==> src/rtl/pipeline_arbiter.sv <==
// Round-robin, packet-locked arbiter sharing one valid/ready stream among C_NUM_CHANNELS requesters.
// Define PIPELINE_ARBITER_OUT_REG_EN to drive the RD_* outputs from a one-deep registered slice.
module pipeline_arbiter #(
  parameter int unsigned C_NUM_CHANNELS = 4,
  parameter int unsigned C_WIDTH        = 32,
  parameter int unsigned C_CHAN_WIDTH   = (C_NUM_CHANNELS > 1) ? $clog2(C_NUM_CHANNELS) : 1
) (
  input  logic                              CLK,
  input  logic                              RST_IN,
  input  logic [C_NUM_CHANNELS*C_WIDTH-1:0] WR_DATA,
  input  logic [C_NUM_CHANNELS-1:0]         WR_DATA_VALID,
  input  logic [C_NUM_CHANNELS-1:0]         WR_DATA_LAST,
  output logic [C_NUM_CHANNELS-1:0]         WR_DATA_READY,
  output logic [C_WIDTH-1:0]                RD_DATA,
  output logic                              RD_DATA_VALID,
  output logic                              RD_DATA_LAST,
  output logic [C_CHAN_WIDTH-1:0]           RD_DATA_CHANNEL,
  input  logic                              RD_DATA_READY
);

  typedef enum logic {S_IDLE, S_BUSY} state_t;

  state_t                  r_state;
  logic [C_CHAN_WIDTH-1:0] r_grant;
  logic [C_CHAN_WIDTH-1:0] r_last_grant;

  logic [C_CHAN_WIDTH-1:0] w_base;
  logic [C_CHAN_WIDTH-1:0] w_cand;
  logic [C_CHAN_WIDTH-1:0] w_winner;
  logic                    w_found;
  int unsigned             w_idx;
  logic                    w_busy;
  logic                    w_up_ready;
  logic                    w_gnt_valid;
  logic                    w_gnt_last;
  logic [C_WIDTH-1:0]      w_gnt_data;
  logic                    w_xfer;

  // Round-robin search starting one past the last (IDLE) or current (BUSY) owner.
  always_comb begin
    w_base   = (r_state == S_IDLE) ? r_last_grant : r_grant;
    w_winner = '0;
    w_found  = 1'b0;
    w_idx    = 0;
    w_cand   = '0;
    for (int unsigned k = 1; k <= C_NUM_CHANNELS; k++) begin
      w_idx = 32'(w_base) + k;
      if (w_idx >= C_NUM_CHANNELS) w_idx = w_idx - C_NUM_CHANNELS;
      w_cand = C_CHAN_WIDTH'(w_idx);
      if (!w_found && WR_DATA_VALID[w_cand]) begin
        w_winner = w_cand;
        w_found  = 1'b1;
      end
    end
  end

  assign w_busy      = (r_state == S_BUSY);
  assign w_gnt_valid = WR_DATA_VALID[r_grant];
  assign w_gnt_last  = WR_DATA_LAST[r_grant];
  assign w_gnt_data  = WR_DATA[32'(r_grant)*C_WIDTH +: C_WIDTH];
  assign w_xfer      = w_busy && w_gnt_valid && w_up_ready;

  always_comb begin
    WR_DATA_READY = '0;
    if (w_busy) WR_DATA_READY[r_grant] = w_up_ready;
  end

  // Grant is only re-evaluated in IDLE or on an accepted LAST beat.
  always_ff @(posedge CLK) begin
    if (RST_IN) begin
      r_state      <= S_IDLE;
      r_grant      <= '0;
      r_last_grant <= C_CHAN_WIDTH'(C_NUM_CHANNELS - 1);
    end else begin
      case (r_state)
        S_IDLE: begin
          if (w_found) begin
            r_grant <= w_winner;
            r_state <= S_BUSY;
          end
        end
        S_BUSY: begin
          if (w_xfer && w_gnt_last) begin
            r_last_grant <= r_grant;
            if (w_found) r_grant <= w_winner;
            else         r_state <= S_IDLE;
          end
        end
        default: r_state <= S_IDLE;
      endcase
    end
  end

`ifdef PIPELINE_ARBITER_OUT_REG_EN
  logic                    r_out_valid;
  logic                    r_out_last;
  logic [C_CHAN_WIDTH-1:0] r_out_chan;
  logic [C_WIDTH-1:0]      r_out_data;

  assign w_up_ready = ~r_out_valid | RD_DATA_READY;

  // Output slice: loads on every accepted beat, empties when downstream takes it.
  always_ff @(posedge CLK) begin
    if (RST_IN) begin
      r_out_valid <= 1'b0;
      r_out_last  <= 1'b0;
      r_out_chan  <= '0;
      r_out_data  <= '0;
    end else if (w_xfer) begin
      r_out_valid <= 1'b1;
      r_out_last  <= w_gnt_last;
      r_out_chan  <= r_grant;
      r_out_data  <= w_gnt_data;
    end else if (RD_DATA_READY) begin
      r_out_valid <= 1'b0;
    end
  end

  assign RD_DATA         = r_out_data;
  assign RD_DATA_VALID   = r_out_valid;
  assign RD_DATA_LAST    = r_out_last;
  assign RD_DATA_CHANNEL = r_out_chan;
`else
  assign w_up_ready      = RD_DATA_READY;
  assign RD_DATA         = w_gnt_data;
  assign RD_DATA_VALID   = w_busy & w_gnt_valid;
  assign RD_DATA_LAST    = w_busy & w_gnt_last;
  assign RD_DATA_CHANNEL = r_grant;
`endif

endmodule

==> config.mk <==
export PLATFORM = sky130hd
export DESIGN_NAME = pipeline_arbiter
export DESIGN_NICKNAME = d
export VERILOG_FILES = /design/src/rtl/pipeline_arbiter.sv
export SDC_FILE = /design/constraint.sdc
export NUM_CORES = 1
export LEC_CHECK = 0
export ABC_AREA = 1
export ABC_CLOCK_PERIOD_IN_PS = 1850
export BUFFER_PORTS_ARGS = -buffer_cell sky130_fd_sc_hd__buf_2
export CAP_MARGIN = 20
export CORE_MARGIN = 3
export CORE_UTILIZATION = 31
export DETAILED_ROUTE_END_ITERATION = 10
export PLACE_DENSITY = 0.82
export SETUP_SLACK_MARGIN = 0.05
export SYNTH_ARGS = -nofsm -noshare
export SYNTH_HDL_FRONTEND = slang
export SYNTH_SLANG_ARGS = --single-unit
==> constraint.sdc <==
create_clock -name CLK -period 1.85 [get_ports CLK]
set_input_delay 0.0925 -clock CLK [delete_from_list [all_inputs] [get_ports CLK]]
set_output_delay 0.0925 -clock CLK [all_outputs]
set_load 0.01 [all_outputs]
==> run metrics <==
status finished clean; worst skew pair latency roughly 0.22 ns; initial DRC count 176; clock skew 0.00141 ns; Setup-failing EPs final 0; Max FO, Critical Path 25; worst hold stages 3; Starting Density 0.336; via/cell ratio about 5.2; GP Congestion 0.856; worst min path class input port to flip-flop; Ports ~180; die area 0.00496 sq mm; post-synth net total approximately 370; fraction of layout cells with a size suffix above 1 0.516; Core ar. ~0.0038 sq mm; CP cell instances nor2_4 > buf_6 > a22oi_1 > nand2_1 > buf_2; CP Class flip-flop to output port; Yosys cell types 22; post-synthesis async set-or-reset flop share 0; routed len/inst between 10 and 15 um; PnR worst setup slack 0.239 ns; clock slew at reported path FFs roughly 0.040 ns; number of synthesized register bits 5; Slew HR 0.814; Mapped Area between 0.001 and 0.0015 sq mm; vias ~2.4k; die height 70.4 um; TritonCTS Sinks 5; final core utilization 0.593; final hold violation count 0; post-DP HPWL around 5.3 mm; first-pass GRT wire length between 9 and 10 mm; Yosys top cell area share 0.327; die width around 70 um; Power per Cell Area around 600 mW/mm^2; Max Root-Sink Buffers 2; Period minus WS final ~1.6 ns; number of flops mapped to enable cells by yosys 0; TritonCTS clock tree yes; area growth from synthesis to layout 76.3%; ANT nets after route 0; DRT Pass-1 Iters 4; area leader, netlist a22oi_1; HP Start RST_IN; P_leak between 1 and 1.5 nW; CP Launch Type flip-flop; fin. max-slew vios 0; number of fill cells 378; Core Rows 22; Reg2Reg Setup Slack ~0.28 ns; Inserted Clock Buffers 3; ant diodes 0; Fin Setup TNS 0 ns; RSZ-0062 raised after global routing false; Overall Global Routing Usage 0.233; Nets 543; Syn. warnings 0; path depth of the worst reg2reg path 11; post-synthesis sequential area ratio 0.0778; RR Endpoint RD_DATA_CHANNEL[1]; f_max around 620 MHz; DRC Markers 0; cts hold-fix bufs 0; pre-CTS setup slack between 0.1 and 0.15 ns; Slew @ Worst Pin 0.279 ns; CP required around 1.8 ns; Max-cap violations 0; Post-synth top flop dfxtp_1; crit path capture type output port; Crit path arrival time 1.52 ns; Slowest-stage cell, CP dfxtp_2; initial antenna violation count 0; Synth area leaders a22oi_1 (33%), nand2_1 (26%), dfxtp_1 (7.8%), nand3_1 (7.0%), nand2_2 (3.4%); Post-Syn Area per Cell approximately 5.6 sq um; Max IR drop VDD around 230 uV; final wirelength 6.35 mm; CTS Root Cell clkbuf_8; Hold EP r_last_grant[0]; RR Startpoint RD_DATA_CHANNEL[0]; vias in the first global route roughly 2.1k; port buffer count 178; grt total ovfl 0; Max H-tree Level 1; Final period util 0.871; Slowest Stage Delay on Critical Path ~0.38 ns; largest net degree at the start of global routing 26; total power 1.37 mW; Synth Instances 229
[registers in the layout (all words and copies together) (netlist names)]
signal           cells
r_last_grant         2
RD_DATA_CHANNEL      2
r_state              1
[how the worst max path moves through the flow]
stage | start | end | slack (ns) | depth (start not counted)
after floorplan | RD_DATA_CHANNEL[0] | RD_DATA_CHANNEL[1] | 0.39 | 12
after global placement | RD_DATA_CHANNEL[0] | RD_DATA_CHANNEL[1] | 0.20 | 11
after detailed placement | RD_DATA_CHANNEL[0] | r_state | 0.12 | 9
after CTS | RD_DATA_CHANNEL[0] | RD_DATA[17] | 0.09 | 6
after global routing | RD_DATA_CHANNEL[0] | RD_DATA_CHANNEL[1] | 0.1 | 11
final | RD_DATA_CHANNEL[1] | RD_DATA[19] | 0.24 | 5
[critical path, delay by kind of cell (launching register included)]
family | cells | cell delay [ns]
buffers and inverters | 2 | 0.41
flip-flops | 1 | 0.38
AND/OR/NAND/NOR | 2 | 0.36
AO/OA/AOI/OAI | 1 | 0.14
[cell families after synthesis]
family | Yosys count | share of synthesized area
flip-flops | 5 | 0.0778
buffers and inverters | 29 | 0.105
AO/OA/AOI/OAI | 61 | 0.350
AND/OR/NAND/NOR | 134 | 0.467
[cell type report]
type / instances / area, sq um / share of cell area
Clock buffer: 4 / 45.0 / 0.0199
Inverter: 14 / 60.1 / 0.0265
Multi-Input combinational cell: 195 / 1050 / 0.464
Sequential cell: 5 / 104 / 0.0458
Tap cell: 48 / 60.1 / 0.0265
Timing Repair Buffer: 185 / 947 / 0.418
[repair_timing]
item | 4_1_cts | 5_1_grt
setup endpoints to repair | 0 | 33
hold endpoints to repair | 0 | 0
buffers inserted | 0 | 0
gates resized for setup | 0 | 4
[through the flow]
stage	hold slack [ns]	instances	instance area [sq um]
final	0.152	451	2270
after global routing	0.154	451	2270
after CTS	0.148	451	2260
after detailed placement	0.377	447	2210
after global placement	0.372	447	2210
after floorplan	0.258	229	1290
[Yosys cell counts, types with 3 or more instances]
cell type,instances
nand2_2,7
nor2_1,6
clkbuf_1,6
inv_4,3
nand3_1,18
nor3_1,3
dfxtp_1,5
inv_1,10
nand2_1,89
nand4_1,5
nor2_4,3
a22oi_1,56
buf_1,6
[layout by cell type (no fill, tap or decap), drive strengths merged]
cell type / count
a22oi: 56
nand4: 6
nand3: 18
o211ai: 2
clkbuf: 4
a21oi: 2
nor3: 3
buf: 185
o21ai: 1
nand2: 97
nor2: 10
dfxtp: 5
inv: 14
[routing by layer]
metal	part of all wire	vias up	global-route usage
met5	0	-	0
met4	0.017	0	0.0766
met3	0.12	13	0.0662
met2	0.49	153	0.412
met1	0.38	1030	0.265
li1	-	1165	-
[where the power goes]
part | internal, mW | leakage [nW] | switching (mW)
sequential | 0.121 | 0.0420 | 0.0286
combinational | 0.445 | 1.30 | 0.573
clock | 0.148 | 0.0228 | 0.0544
(Power assumes the default switching activity.)
